**src/rtl/flp_normshl_if.sv**
```systemverilog
// Handshake and data bundle for the left normalizer: operand side (i_*) in,
// result side (o_*) out, each with its own valid/ready pair.
interface flp_normshl_if #(
    parameter int WIDTH  = 32,
    parameter int EWIDTH = 10
);
    logic              i_vld;
    logic              o_rdy;
    logic [WIDTH-1:0]  i_mant;
    logic [EWIDTH-1:0] i_exp;
    logic              o_vld;
    logic              i_rdy;
    logic [WIDTH-1:0]  o_mant;
    logic [EWIDTH-1:0] o_exp;
    logic              o_zero;
    logic              o_denorm;

    modport master (
        output i_vld, i_mant, i_exp, i_rdy,
        input  o_rdy, o_vld, o_mant, o_exp, o_zero, o_denorm
    );

    modport slave (
        input  i_vld, i_mant, i_exp, i_rdy,
        output o_rdy, o_vld, o_mant, o_exp, o_zero, o_denorm
    );
endinterface

```
**src/rtl/flp_normshl.sv**
```systemverilog
// Multi-cycle left normalizer: shifts the mantissa left (coarse STEP or single bit
// per clock) until its MSB is set or the exponent reaches the minimum normal value.
module flp_normshl #(
    parameter int WIDTH  = 32,
    parameter int EWIDTH = 10,
    parameter int STEP   = 4
) (
    input logic           clk,
    input logic           nrst,
    flp_normshl_if.slave  bus
);
    typedef enum logic [1:0] {IDLE, SHIFT, DONE} state_t;

    localparam logic [EWIDTH-1:0] EXP_STEP  = EWIDTH'(STEP);
    localparam logic [EWIDTH-1:0] EXP_COARSE = EWIDTH'(STEP + 1);
    localparam logic [EWIDTH-1:0] EXP_ONE   = EWIDTH'(1);

    state_t            state;
    state_t            nextState;
    logic [WIDTH-1:0]  workMant;
    logic [EWIDTH-1:0] workExp;
    logic [WIDTH-1:0]  resMant;
    logic [EWIDTH-1:0] resExp;
    logic              resZero;
    logic              resDenorm;

    logic              earlyDone;
    logic              coarse;
    logic [WIDTH-1:0]  shMant;
    logic [EWIDTH-1:0] shExp;
    logic              shiftDone;

    // Operands that are zero, denormal, already at the exponent floor, or already
    // normalized skip the SHIFT state entirely.
    always_comb begin
        earlyDone = (bus.i_mant == '0) || (bus.i_exp <= EXP_ONE) || bus.i_mant[WIDTH-1];
        coarse    = (workMant[WIDTH-1 -: STEP] == '0) && (workExp >= EXP_COARSE);
        shMant    = coarse ? (workMant << STEP) : (workMant << 1);
        shExp     = coarse ? (workExp - EXP_STEP) : (workExp - EXP_ONE);
        shiftDone = shMant[WIDTH-1] || (shExp == EXP_ONE);
    end

    always_ff @(posedge clk or negedge nrst) begin
        if (!nrst) state <= IDLE;
        else       state <= nextState;
    end

    always_comb begin
        nextState = state;
        case (state)
            IDLE:    if (bus.i_vld) nextState = earlyDone ? DONE : SHIFT;
            SHIFT:   if (shiftDone) nextState = DONE;
            DONE:    if (bus.i_rdy) nextState = IDLE;
            default: nextState = IDLE;
        endcase
    end

    always_comb begin
        bus.o_rdy    = (state == IDLE);
        bus.o_vld    = (state == DONE);
        bus.o_mant   = resMant;
        bus.o_exp    = resExp;
        bus.o_zero   = resZero;
        bus.o_denorm = resDenorm;
    end

    // Result registers only load on the transition into DONE, so they stay
    // frozen for as long as the downstream stage stalls.
    always_ff @(posedge clk or negedge nrst) begin
        if (!nrst) begin
            workMant  <= '0;
            workExp   <= '0;
            resMant   <= '0;
            resExp    <= '0;
            resZero   <= 1'b0;
            resDenorm <= 1'b0;
        end else begin
            case (state)
                IDLE: begin
                    if (bus.i_vld) begin
                        workMant  <= bus.i_mant;
                        workExp   <= bus.i_exp;
                        resZero   <= 1'b0;
                        resDenorm <= 1'b0;
                        if (bus.i_mant == '0) begin
                            resMant <= '0;
                            resExp  <= '0;
                            resZero <= 1'b1;
                        end else if (bus.i_exp == '0) begin
                            resMant   <= bus.i_mant;
                            resExp    <= '0;
                            resDenorm <= 1'b1;
                        end else if (bus.i_exp == EXP_ONE && !bus.i_mant[WIDTH-1]) begin
                            resMant   <= bus.i_mant;
                            resExp    <= '0;
                            resDenorm <= 1'b1;
                        end else if (bus.i_mant[WIDTH-1]) begin
                            resMant <= bus.i_mant;
                            resExp  <= bus.i_exp;
                        end
                    end
                end
                SHIFT: begin
                    workMant <= shMant;
                    workExp  <= shExp;
                    if (shMant[WIDTH-1]) begin
                        resMant <= shMant;
                        resExp  <= shExp;
                    end else if (shExp == EXP_ONE) begin
                        resMant   <= shMant;
                        resExp    <= '0;
                        resDenorm <= 1'b1;
                    end
                end
                default: ;
            endcase
        end
    end
endmodule

```
**src/flat_wrapper.sv**
```systemverilog
// flat-port wrapper written by rule: the top's interface ports become plain ports
module flp_normshl_flat 
#(
    parameter int WIDTH  = 32,
    parameter int EWIDTH = 10,
    parameter int STEP   = 4
)
  (clk, nrst, bus_i_vld, bus_i_mant, bus_i_exp, bus_i_rdy, bus_o_rdy, bus_o_vld, bus_o_mant, bus_o_exp, bus_o_zero, bus_o_denorm);
  flp_normshl_if #(.WIDTH(WIDTH), .EWIDTH(EWIDTH)) bus_i ();
  input logic clk;
  input logic nrst;
  input wire logic [$bits(bus_i.i_vld)-1:0] bus_i_vld;
  input wire logic [$bits(bus_i.i_mant)-1:0] bus_i_mant;
  input wire logic [$bits(bus_i.i_exp)-1:0] bus_i_exp;
  input wire logic [$bits(bus_i.i_rdy)-1:0] bus_i_rdy;
  output wire logic [$bits(bus_i.o_rdy)-1:0] bus_o_rdy;
  output wire logic [$bits(bus_i.o_vld)-1:0] bus_o_vld;
  output wire logic [$bits(bus_i.o_mant)-1:0] bus_o_mant;
  output wire logic [$bits(bus_i.o_exp)-1:0] bus_o_exp;
  output wire logic [$bits(bus_i.o_zero)-1:0] bus_o_zero;
  output wire logic [$bits(bus_i.o_denorm)-1:0] bus_o_denorm;
  assign bus_i.i_vld = bus_i_vld;
  assign bus_i.i_mant = bus_i_mant;
  assign bus_i.i_exp = bus_i_exp;
  assign bus_i.i_rdy = bus_i_rdy;
  assign bus_o_rdy = bus_i.o_rdy;
  assign bus_o_vld = bus_i.o_vld;
  assign bus_o_mant = bus_i.o_mant;
  assign bus_o_exp = bus_i.o_exp;
  assign bus_o_zero = bus_i.o_zero;
  assign bus_o_denorm = bus_i.o_denorm;
  flp_normshl #(.WIDTH(WIDTH), .EWIDTH(EWIDTH), .STEP(STEP)) u_core (.clk(clk), .nrst(nrst), .bus(bus_i));
endmodule
```
**config.mk**
```make
export PLATFORM = sky130hd
export DESIGN_NAME = flp_normshl_flat
export DESIGN_NICKNAME = d
export VERILOG_FILES = /design/src/rtl/flp_normshl_if.sv /design/src/rtl/flp_normshl.sv /design/src/flat_wrapper.sv
export SDC_FILE = /design/constraint.sdc
export NUM_CORES = 1
export LEC_CHECK = 0
export ABC_AREA = 0
export CAP_MARGIN = 20
export CELL_PAD_IN_SITES_DETAIL_PLACEMENT = 0
export CELL_PAD_IN_SITES_GLOBAL_PLACEMENT = 1
export CORE_ASPECT_RATIO = 0.9
export CORE_UTILIZATION = 39
export DETAILED_ROUTE_END_ITERATION = 7
export PLACE_DENSITY = 0.9
export SLEW_MARGIN = 15
export SYNTH_ARGS = -nofsm -noshare
export SYNTH_HDL_FRONTEND = slang
export SYNTH_SLANG_ARGS = --single-unit
```
**constraint.sdc**
```tcl
create_clock -name clk -period 4 [get_ports clk]
set_input_delay 0.8 -clock clk [delete_from_list [all_inputs] [get_ports clk]]
set_output_delay 0.8 -clock clk [all_outputs]
set_load 0.05 [all_outputs]
```
-- Yosys cells after proc, flatten, opt, wreduce, memory -nomap -nowiden
Index checks and enable logic that the tools add are counted.
W data, S select, Z words.
- register bits after elaboration: 88
- bits of input ports: 46
- output and inout port bits: 46
- logic and storage cells: 73
- $add $sub $neg: 2
- $lt $le $gt $ge: 2
- eq/ne operators: 11
- multiplexer cells: 35
- reduce and logical (&&, ||, !) cells: 16
- operator list (cell ; number):
    $mux W32 ; 9
    $pmux W32 S2 ; 2
    $mux W10 ; 9
    $pmux W10 S2 ; 2
    $logic_not A32 Y1 ; 1
    $eq A10 B1 Y1 const B ; 2
    $ge A10 B3 Y1 const B ; 1
    $le A10 B1 Y1 const B ; 1
    $logic_not A10 Y1 ; 1
    $sub A10 B1 Y10 const B ; 1
    $sub A10 B3 Y10 const B ; 1
    $mux W2 ; 4
    $reduce_and A4 Y1 ; 2
    $mux W1 ; 7
    $ne A2 B2 Y1 const B ; 3
    $pmux W2 S3 ; 1
    $ne A5 B2 Y1 const B ; 1
    $logic_not A4 Y1 ; 1
    $ne A2 B1 Y1 const B ; 2
    $reduce_and A2 Y1 ; 2
    $logic_or A1 B1 Y1 ; 3
    $ne A3 B1 Y1 const B ; 1
    $reduce_and A3 Y1 ; 1
    $eq A2 B1 Y1 const B ; 1
    other kinds (6) ; 7

-- Depth between registers and ports, before layout
Gate-level depths: netlist of run 1.
- depth in word-level cells: 7
- mapped depth: 11
- mapped depth without buffers: 9

-- Least setup slack after synthesis of run 1
Ideal clock, no wire load.
- kind: register to register
- start point: register u_core.workExp[0]
- end point: register u_core.resMant[11], in the netlist u_core.bus.o_mant[11]
- setup time: 125 ps
- arrival: 2796 ps
- data required time: 3875 ps
- slack: 1079 ps
- stages on the path, launching flop included: 11
- path buffers: 1
- clock period less this slack: 2921 ps
- cells stage by stage: dfrtp_1 inv_1 ha_1 nand2b_1 a2111oi_0 nor3_1 a2111oi_0 nand4_1 a21boi_4 buf_6 mux2_2
- cells in the longest elaborated chain, start to end: 6
- elaborated cells on any way between the ends: 12
- classes of those cells: add/sub (2); order compare (1); eq/ne (2); mux (5); reduce/logical (2)
- RTL lines (element ; RTL line ; text):
    from (decl) ; flp_normshl.sv:21 ; logic [EWIDTH-1:0] workExp;
    from (signal assigned) ; flp_normshl.sv:82 ; workExp <= bus.i_exp;
    from (signal assigned) ; flp_normshl.sv:105 ; workExp <= shExp;
    $ge A10 B3 Y1 ; flp_normshl.sv:37 ; coarse = (workMant[WIDTH-1 -: STEP] == '0) && (workExp >= EXP_COARSE);
    $logic_and A1 B1 Y1 ; flp_normshl.sv:37 ;
    $mux W10 / $mux W32 (equally long branches) ; flp_normshl.sv:39, flp_normshl.sv:38 ;
    $eq A10 B1 Y1 / $mux W32 (equally long branches) ; flp_normshl.sv:109 ; end else if (shExp == EXP_ONE) begin
    $ne A3 B1 Y1 (no line) / $mux W32 (equally long branches) ; -- ;
    $reduce_and A4 Y1 (no line) / $pmux W32 S2 (equally long branches) ; -- ;
    to (signal assigned) ; flp_normshl.sv:98 ; resMant <= bus.i_mant;
    to (signal assigned) ; flp_normshl.sv:107 ; resMant <= shMant;
    to (signal assigned) ; flp_normshl.sv:110 ; resMant <= shMant;
    to (decl) ; flp_normshl.sv:22 ; logic [WIDTH-1:0] resMant;
Several ways; a longest one is shown, not always the timed one. The select of a mux whose other input is x is not followed.
A chain may end at the register's enable or synchronous reset.

-- Worst setup path in the final report of run 1
- start point: register u_core.workExp[0]
- end point: register u_core.resMant[6], in the netlist u_core.bus.o_mant[6]
The elaborated chain is that of the path after synthesis.

==> results of run 1 <==
==> flip-flops by register name, indices dropped and copies added (netlist names) <==
| signal | count |
|---|---|
| u_core.bus.o_zero | 1 |
| u_core.workExp | 10 |
| u_core.workMant | 32 |
| u_core.bus.o_exp | 10 |
| u_core.bus.o_mant | 32 |
| u_core.bus.o_denorm | 1 |
| u_core.state | 2 |
==> cells by family after synthesis <==
kind of cell,Yosys count,synth area share (%)
xor+xnor,6,1.10
fa+ha+maj,5,1.31
mux,44,10.4
flops,88,46.1
buf+inv,48,4.56
compound gates,104,14.9
simple gates,243,21.6
==> worst max-delay path by stage <==
| stage | start | to | slack (ps) | cells after the start |
|---|---|---|---|---|
| 2_1_floorplan | u_core.workExp[0] | u_core.bus.o_mant[11] | 1080 | 10 |
| 3_3_place_gp | bus_i_mant[9] | u_core.bus.o_mant[14] | 510 | 9 |
| 3_5_place_dp | bus_i_mant[9] | u_core.bus.o_mant[6] | 470 | 9 |
| 4_1_cts | u_core.workExp[0] | u_core.bus.o_mant[6] | 590 | 10 |
| 5_1_grt | u_core.workExp[0] | u_core.bus.o_mant[6] | 370 | 10 |
| 6_report | u_core.workExp[0] | u_core.bus.o_mant[6] | 580 | 10 |
==> cells in the final DEF (no fill, tap or decap), types with 5 or more instances in the layout <==
cell type / n
inv_1: 16
nand2_1: 156
a21oi_1: 14
clkdlybuf4s50_1: 90
nand2b_1: 5
buf_4: 5
mux2_2: 36
nor4_1: 11
dfrtp_1: 88
o21ai_0: 18
ha_1: 5
nand4_1: 5
nor3_1: 5
mux2_1: 7
nor2b_1: 5
a31oi_1: 26
nor2_1: 41
o22ai_1: 7
clkbuf_16: 9
o22a_1: 5
==> critical path: cells and delay by family, from the launching register on <==
| kind | cells | cell delay, ps |
|---|---|---|
| multiplexers | 1 | 380 |
| flip-flops | 1 | 450 |
| adder cells (fa/ha/maj) | 1 | 220 |
| AO/OA/AOI/OAI | 3 | 1290 |
| buffers and inverters | 2 | 420 |
| AND/OR/NAND/NOR | 3 | 520 |
==> stage by stage <==
| stage | instances | power [mW] | utilization [%] | instance area, um2 | hold slack, ps |
|---|---|---|---|---|---|
| final | 775 | 5.71 | 52.4 | 6110 | 489 |
| after global routing | 775 | 6.07 | 52.4 | 6110 | 514 |
| after CTS | 775 | 5.74 | 52.3 | 6100 | 500 |
| after detailed placement | 759 | 4.82 | 49.6 | 5790 | 475 |
| after global placement | 759 | 4.75 | 49.6 | 5790 | 474 |
| after floorplan | 538 | 3.86 | - | 4770 | 466 |
==> routing by layer <==
layer | part of all wire [%] | track usage, % | up-vias
li1 | - | - | 2014
met1 | 45 | 29.5 | 2088
met2 | 47 | 34.6 | 176
met3 | 6.0 | 4.10 | 25
met4 | 2.3 | 8.05 | 0
met5 | 0 | 0 | -
==> power by group through the flow <==
stage	logic [mW]	registers, mW	clock network, mW
4_1_cts	3.08	1.75	0.914
5_1_grt	3.30	1.82	0.946
3_3_place_gp	3.01	1.73	0
3_5_place_dp	3.07	1.76	0
6_report	3.07	1.76	0.889
2_1_floorplan	1.48	2.39	0
==> area by class of cell <==
class / count / area [um2] / share of cell area (%)
repair buffers: 97 / 970 / 15.9
well taps: 156 / 195 / 3.20
multi-input cells: 402 / 2370 / 38.8
inverters: 16 / 60.1 / 0.983
clock inverters: 6 / 83.8 / 1.37
clock buffers: 10 / 229 / 3.75
flip-flops and latches: 88 / 2200 / 36.1
==> flow_summary.json, run 1 <==
{
  "maxSlewViolCount": 0,
  "rr_worst_depth": 10,
  "grt_max_degree": 89,
  "numCtsBuffers": 9,
  "min_to": "u_core.bus.o_mant[2]",
  "synth_area_per_cell_um2": 8.87,
  "p_per_area_nw_per_um2": 935,
  "syn_nets": 589,
  "fp.dieW_um": 119,
  "yosysMostFrequentCell": "nand2_1",
  "skew_ps": 9.98,
  "rrSetupSlack_ps": 580,
  "end_kind": "flip-flop",
  "clkTransAtPathRegs_ps": 70,
  "overflow": 0,
  "timing.setup.tns_ps": 0,
  "area_growth_pct": 28.0,
  "track_usage_pct": 21.7,
  "io-pin-count": 92,
  "p_sw_mw": 2.68,
  "worstReg2RegEnd": "u_core.bus.o_mant[6]",
  "nets": 665,
  "drcViolationCount": 0,
  "start_kind": "flip-flop",
  "nFillCells": 1100,
  "peakVddDrop_uv": 551,
  "totalWireLength_mm": 13.1,
  "die-area_um2": 12700,
  "drv_cap": 0,
  "routedWlPerCell_um": 16.9,
  "layout_worst_path_cycle_share_pct": 85.6,
  "postCtsSetupBuffers": 0,
  "cts_sinks": 88,
  "relSlewSlack_pct": 33.6,
  "rows": 37,
  "via_per_inst": 5.55,
  "hp-start": "u_core.bus.o_mant[2]",
  "synth_common_cells": "nand2_1, dfrtp_1, nor2_1",
  "postSynth.asyncResetShare_pct": 100,
  "ys_seq_area_share_pct": 46.1,
  "layout_min_cycle_time_ps": 3420,
  "antenna_found_initial": 0,
  "synth.area.top_cells": "dfrtp_1, nand2_1, mux2_2, a31oi_1, nor2_1",
  "cts_hold_repair.buffers": 0,
  "synth_seq_cells": 88,
  "finalWeightedCongestion": 0.930,
  "swShare_pct": 46.9,
  "crit_arrival_ps": 3640,
  "clk_latency_ps": 340,
  "path_class": "reg -> reg",
  "die_h_um": 107,
  "crit_chain": "inv_1 > ha_1 > nand2b_1 > a2111oi_0 > nor3_1 > a2111oi_0 > nand4_1 > a21boi_4 > buf_12 > mux2_2",
  "synth_top_area_share_pct": 46.1,
  "internal_power_mw": 3.03,
  "ctsResizeCount": 0,
  "power_leakage_nw": 2.59,
  "antenna_cells": 0,
  "cts_max_level": 3,
  "synth_edf_count": 0,
  "crit_required_ps": 4220,
  "cpMaxStageDelayCell": "a2111oi_0",
  "clockBufferDepth": 2,
  "via_count": 4303,
  "rsz0062_at_grt": "no",
  "fin_ws_ps": 578,
  "grt_pass1_vias": 4248,
  "min_path_type": "reg -> reg",
  "drive_above_1_share_pct": 11.1,
  "worstMarginPinSlew_ps": 983,
  "r2r-start": "u_core.workExp[0]",
  "setup_viol": 0,
  "yosys.area.top_type": "dfrtp_1",
  "comb_power_share_pct": 53.7,
  "first_pass_iters": 5,
  "portBuffers": 91,
  "initial_core_util_pct": 40.9,
  "cts_root_buf": "clkbuf_16",
  "postRouteAntennaNets": 0,
  "critPathMaxStageDelay_ps": 670,
  "status": "complete, no violations",
  "synth_area_um2": 4770,
  "crit_path_max_fanout": 43,
  "hold_viol": 0,
  "pwr-share-clk_pct": 15.6,
  "hold_depth": 1,
  "preCtsSetupSlack_ps": 468,
  "coreArea_um2": 11700,
  "cts_tree": "done",
  "grt_pass1_wl_mm": 21.6,
  "synth_cell_type_count": 49,
  "ys_warn_count": 0,
  "ys.flop_type": "dfrtp_1",
  "cp_common_cell": "a2111oi_0",
  "syn_inst": 538,
  "fmax_ghz": 0.292,
  "drt-initial-drc-count": 294,
  "sequentialPowerShare_pct": 30.7,
  "dp_hpwl_mm": 9.11
}
Note: power is estimated with default switching activity, not from simulation.
==> inputs of run 2 (changes only) <==
CORE_UTILIZATION = 42   (was 39)
PLACE_DENSITY = 0.95   (was 0.9)
clock period = 4.14 ns   (was 4 ns; I/O delays follow)
==> run 2 against run 1 <==
Clock-buffer cell count decreased by 1. Power decreased by 4.7%. Worst setup slack got worse by 31 ps. Die area decreased by 7.0%. Fmax decreased by 4.8%. Wire length decreased by 1.6%. Combinational power decreased by 3%. Non-clock buffer count increased by 1. Register-to-register slack got worse by 30 ps. Critical endpoint is now u_core.bus.o_exp[1].
==> flow_summary.json, run 2 (synthesized netlist as in run 1, its figures left out) <==
{
  "rr_worst_depth": 10,
  "critPathMaxStageDelay_ps": 670,
  "die-area_um2": 11800,
  "seq_area_um2": 2200,
  "fmax_ghz": 0.278,
  "hold_viol": 0,
  "track_usage_pct": 23.5,
  "min_path_type": "reg -> reg",
  "drcViolationCount": 0,
  "timing.setup.tns_ps": 0,
  "overflow": 0,
  "die_h_um": 103,
  "start_kind": "flip-flop",
  "worstReg2RegEnd": "u_core.bus.o_exp[1]",
  "finalWeightedCongestion": 0.931,
  "p_per_area_nw_per_um2": 896,
  "routedWlPerCell_um": 16.7,
  "coreArea_um2": 10900,
  "cp_top_family": "compound AO/OA/AOI/OAI gates",
  "worstMarginPinSlew_ps": 859,
  "grt_pass1_wl_mm": 21.5,
  "first_pass_iters": 5,
  "cts_hold_repair.buffers": 0,
  "initial_core_util_pct": 43.6,
  "hold_depth": 1,
  "final_util_pct": 55.5,
  "skew_ps": 8.91,
  "end_kind": "flip-flop",
  "drt-initial-drc-count": 248,
  "cts_sinks": 88,
  "power_leakage_nw": 2.58,
  "swShare_pct": 48.2,
  "final_cell_mix": "nand2_1, clkdlybuf4s50_1, dfrtp_1, nor2_1, mux2_2",
  "setup_viol": 0,
  "cp_common_cell": "a2111oi_0",
  "numCtsBuffers": 9,
  "crit_buf_inv": 2,
  "clk_latency_ps": 340,
  "relSlewSlack_pct": 42.0,
  "drive_above_1_share_pct": 11.5,
  "clockBufferDepth": 2,
  "clkTransAtPathRegs_ps": 70,
  "maxSlewViolCount": 0,
  "crit_required_ps": 4360,
  "path_depth": 10,
  "crit_path_max_fanout": 35,
  "sequentialPowerShare_pct": 31.1,
  "rrSetupSlack_ps": 550,
  "path_class": "reg -> reg",
  "antenna_cells": 0,
  "cpMaxStageDelayCell": "a2111oi_0",
  "totalWireLength_mm": 12.9,
  "crit_chain": "inv_1 > ha_1 > nand2b_1 > a2111oi_0 > nor3_1 > a2111oi_0 > nand4_1 > a21boi_4 > buf_12 > mux2_2",
  "grt_pass1_vias": 4396,
  "via_count": 4337,
  "dp_hpwl_mm": 8.95,
  "nFillCells": 963,
  "multiInputGateArea_um2": 2370,
  "drv_cap": 0,
  "min_to": "u_core.bus.o_mant[2]",
  "final_common_cell": "nand2_1",
  "via_per_inst": 5.62,
  "status": "complete, no violations",
  "internal_power_mw": 2.82,
  "layout_worst_path_cycle_share_pct": 86.8,
  "antenna_found_initial": 0,
  "cts_tree": "done",
  "cts_root_buf": "clkbuf_16",
  "p_sw_mw": 2.62,
  "layout_min_cycle_time_ps": 3590,
  "rows": 36,
  "cts_max_level": 3,
  "postCtsSetupBuffers": 0,
  "nets": 666,
  "r2r-start": "u_core.workExp[0]",
  "hp-start": "u_core.bus.o_mant[2]",
  "pwr-share-clk_pct": 14.4,
  "grt_max_degree": 89,
  "io-pin-count": 92,
  "rsz0062_at_grt": "no",
  "peakVddDrop_uv": 405,
  "area_growth_pct": 27.4,
  "fp.dieW_um": 114,
  "portBuffers": 91,
  "crit_arrival_ps": 3820,
  "comb_power_share_pct": 54.5,
  "ctsResizeCount": 0,
  "postRouteAntennaNets": 0
}
==> run 2: layout make-up <==
cell class / instances / area share [%]
Multi-Input combinational cell: 402 / 39.0
Timing Repair Buffer: 98 / 16.1
Clock buffer: 9 / 3.71
Clock inverter: 7 / 0.906
Inverter: 16 / 0.988
Tap cell: 152 / 3.13
Sequential cell: 88 / 36.2
==> run 2: how the worst max path moves through the flow <==
stage,from,endpoint,slack [ps]
2_1_floorplan,u_core.workExp[0],u_core.bus.o_mant[11],1220
3_3_place_gp,bus_i_mant[9],u_core.bus.o_exp[2],460
3_5_place_dp,bus_i_mant[8],u_core.bus.o_exp[1],460
4_1_cts,u_core.workExp[0],u_core.bus.o_exp[1],610
5_1_grt,u_core.workExp[0],u_core.bus.o_exp[1],370
6_report,u_core.workExp[0],u_core.bus.o_exp[1],550
==> run 2: worst register-to-register path, stage by stage (launching register included) <==
cell       delay (ps)
dfrtp_1           440
inv_1             140
ha_1              230
nand2b_1          170
a2111oi_0         670
nor3_1            130
a2111oi_0         400
nand4_1           250
a21boi_4          390
buf_12            280
mux2_2            380
==> run 2: stage by stage <==
step	hold slack [ps]	area (um2)	instances	worst slack, ps	total power, mW
floorplan	466	4770	538	1220	3.73
global placement	477	5790	756	457	4.59
detailed placement	474	5790	756	460	4.65
CTS	501	6070	772	605	5.46
global route	514	6080	772	368	5.79
finish	494	6080	772	546	5.45
==> run 2: metal layers <==
layer  track usage, %  vias to the layer above  wire, um
li1                 -                     2030         -
met1             31.1                     2123      5800
met2             39.2                      162      6130
met3             4.06                       22       754
met4             8.79                        0       224
met5                0                        -         0
==> run 2: power by group through the flow <==
| stage | registers, mW | clock network (mW) | logic [mW] |
|---|---|---|---|
| after global routing | 1.76 | 0.830 | 3.20 |
| after CTS | 1.69 | 0.797 | 2.97 |
| after floorplan | 2.31 | 0 | 1.43 |
| after detailed placement | 1.69 | 0 | 2.95 |
| final | 1.69 | 0.784 | 2.97 |
| after global placement | 1.68 | 0 | 2.91 |
==> inputs of run 3 (changes only) <==
CORE_UTILIZATION = 39   (was 42)
HOLD_SLACK_MARGIN = 0.06   (was not set)
PLACE_DENSITY = 0.9   (was 0.95)
clock period = 3.8 ns   (was 4.14 ns; I/O delays follow)
==> run 3 against run 2 <==
Final area is 0.93% higher. Worst setup slack got worse by 43 ps. Combinational power increased by 11%. Sequential cell count unchanged. Clock skew decreased by 2.7 ps. Clock power increased by 21%. First-iteration DRC count grew 4.8%. Final cell count grew 0.78%. Critical path type unchanged. Critical endpoint is now u_core.bus.o_mant[8].
==> flow_summary.json, run 3 (synthesized netlist as in run 1, its figures left out) <==
{
  "totalPowerFinal_mw": 6.05,
  "holdWs_ps": 487,
  "cts_sinks": 88,
  "coreArea_um2": 11700,
  "clockBufferDepth": 2,
  "drv_cap": 0,
  "postRouteAntennaNets": 0,
  "power_leakage_nw": 2.60,
  "nFillCells": 1090,
  "cpMaxStageDelayCell": "a2111oi_0",
  "routedWlPerCell_um": 17.0,
  "crit_arrival_ps": 3520,
  "layout_min_cycle_time_ps": 3300,
  "initial_core_util_pct": 40.9,
  "cts_hold_repair.buffers": 0,
  "fin_ws_ps": 504,
  "use_met2_pct": 35.1,
  "postCtsSetupBuffers": 0,
  "io-pin-count": 92,
  "clk_latency_ps": 330,
  "grt_pass1_vias": 4356,
  "seq_area_um2": 2200,
  "drive_above_1_share_pct": 11.6,
  "start_kind": "flip-flop",
  "relSlewSlack_pct": 38.0,
  "cts_tree": "done",
  "via_per_inst": 5.59,
  "area_growth_pct": 28.6,
  "die-area_um2": 12700,
  "setup_viol": 0,
  "status": "complete, no violations",
  "fmax_ghz": 0.303,
  "grt_max_degree": 74,
  "overflow": 0,
  "first_pass_iters": 7,
  "antenna_cells": 0,
  "dp_hpwl_mm": 9.06,
  "critPathMaxStageDelay_ps": 570,
  "die_h_um": 107,
  "fp.dieW_um": 119,
  "preCtsSetupSlack_ps": 284,
  "via_count": 4352,
  "finalWeightedCongestion": 0.899,
  "drt-initial-drc-count": 260,
  "crit_required_ps": 4020,
  "skew_ps": 6.20,
  "layout_worst_path_cycle_share_pct": 86.7,
  "track_usage_pct": 21.9,
  "nets": 668,
  "multiInputGateArea_um2": 2370,
  "min_path_type": "reg -> reg",
  "final_common_cell": "nand2_1",
  "totalWireLength_mm": 13.2,
  "maxSlewViolCount": 0,
  "cts_root_buf": "clkbuf_16",
  "path_class": "reg -> reg",
  "worstMarginPinSlew_ps": 930,
  "post-place-cells": 762,
  "numCtsBuffers": 9,
  "rsz0062_at_grt": "no",
  "final_cells": 778,
  "p_per_area_nw_per_um2": 987,
  "portBuffers": 91,
  "grtUsageMet3_pct": 3.67,
  "crit_chain": "inv_1 > ha_1 > nand2b_1 > a2111oi_0 > nor3_1 > a2111oi_0 > nand4_1 > a21boi_4 > buf_12 > mux2_2",
  "gr-max-usage-layer": "met2",
  "crit_path_max_fanout": 43,
  "ctsResizeCount": 0,
  "cts_max_level": 3,
  "hold_viol": 0,
  "final_cell_mix": "nand2_1, clkdlybuf4s50_1, dfrtp_1, nor2_1, mux2_2",
  "rows": 37,
  "timing.setup.tns_ps": 0,
  "clkTransAtPathRegs_ps": 70,
  "grt.met1_usage_pct": 29.3,
  "peakVddDrop_uv": 492,
  "end_kind": "flip-flop",
  "antenna_found_initial": 0,
  "cp_common_cell": "a2111oi_0",
  "drcViolationCount": 0,
  "grt_pass1_wl_mm": 22.0
}
[run 3: cell count changes in the layout (fill, tap and decap cells not counted), sizes merged]
| cell | before | now |
|---|---|---|
| buf | 8 | 10 |
| bufinv | 0 | 2 |
| clkbuf | 9 | 10 |
| clkinv | 3 | 0 |
| clkinvlp | 1 | 3 |
| inv | 19 | 17 |
[run 3: layer usage]
layer	vias up	wire, um
met3	28	834
met2	185	6040
li1	2020	-
met4	0	344
met1	2119	5970
met5	-	0
[run 3: worst max-delay path: cells and delay by family (launching register included)]
kind	cells	cell delay (ps)
compound gates	3	1190
fa+ha+maj	1	220
buf+inv	2	420
flops	1	450
mux	1	380
simple gates	3	520
[run 3: final timing paths]
kind,startpoint,endpoint,slack [ps],cells after the start
worst max register to register,u_core.workExp[0],u_core.bus.o_mant[8],500,10
min in group asynchronous,nrst,u_core.workMant[2],550,1
worst max-delay path,u_core.workExp[0],u_core.bus.o_mant[8],500,10
worst min-delay path,u_core.bus.o_exp[4],u_core.bus.o_exp[4],490,1
max in group asynchronous,nrst,u_core.workExp[9],2490,2
worst min register to register,u_core.bus.o_exp[4],u_core.bus.o_exp[4],490,1
[run 3: area by class of cell]
class / instances / area share [%]
clock inverter: 6 / 1.49
clock buffer: 10 / 3.73
sequential: 88 / 35.9
multi-input combinational: 402 / 38.6
tap: 156 / 3.18
inverter: 16 / 0.979
timing repair buffer: 100 / 16.1
[run 3: power breakdown]
part           leakage (nW)  switching [mW]  internal (mW)
Clock                 0.145           0.372          0.579
Combinational          1.40            2.06           1.23
Sequential             1.05           0.400           1.41
[run 3: per-stage QoR]
| step | cell area [um2] | util [%] |
|---|---|---|
| 6_report | 6130 | 52.6 |
| 5_1_grt | 6130 | 52.6 |
| 4_1_cts | 6130 | 52.6 |
| 3_5_place_dp | 5810 | 49.8 |
| 3_3_place_gp | 5810 | 49.8 |
| 2_1_floorplan | 4770 | - |
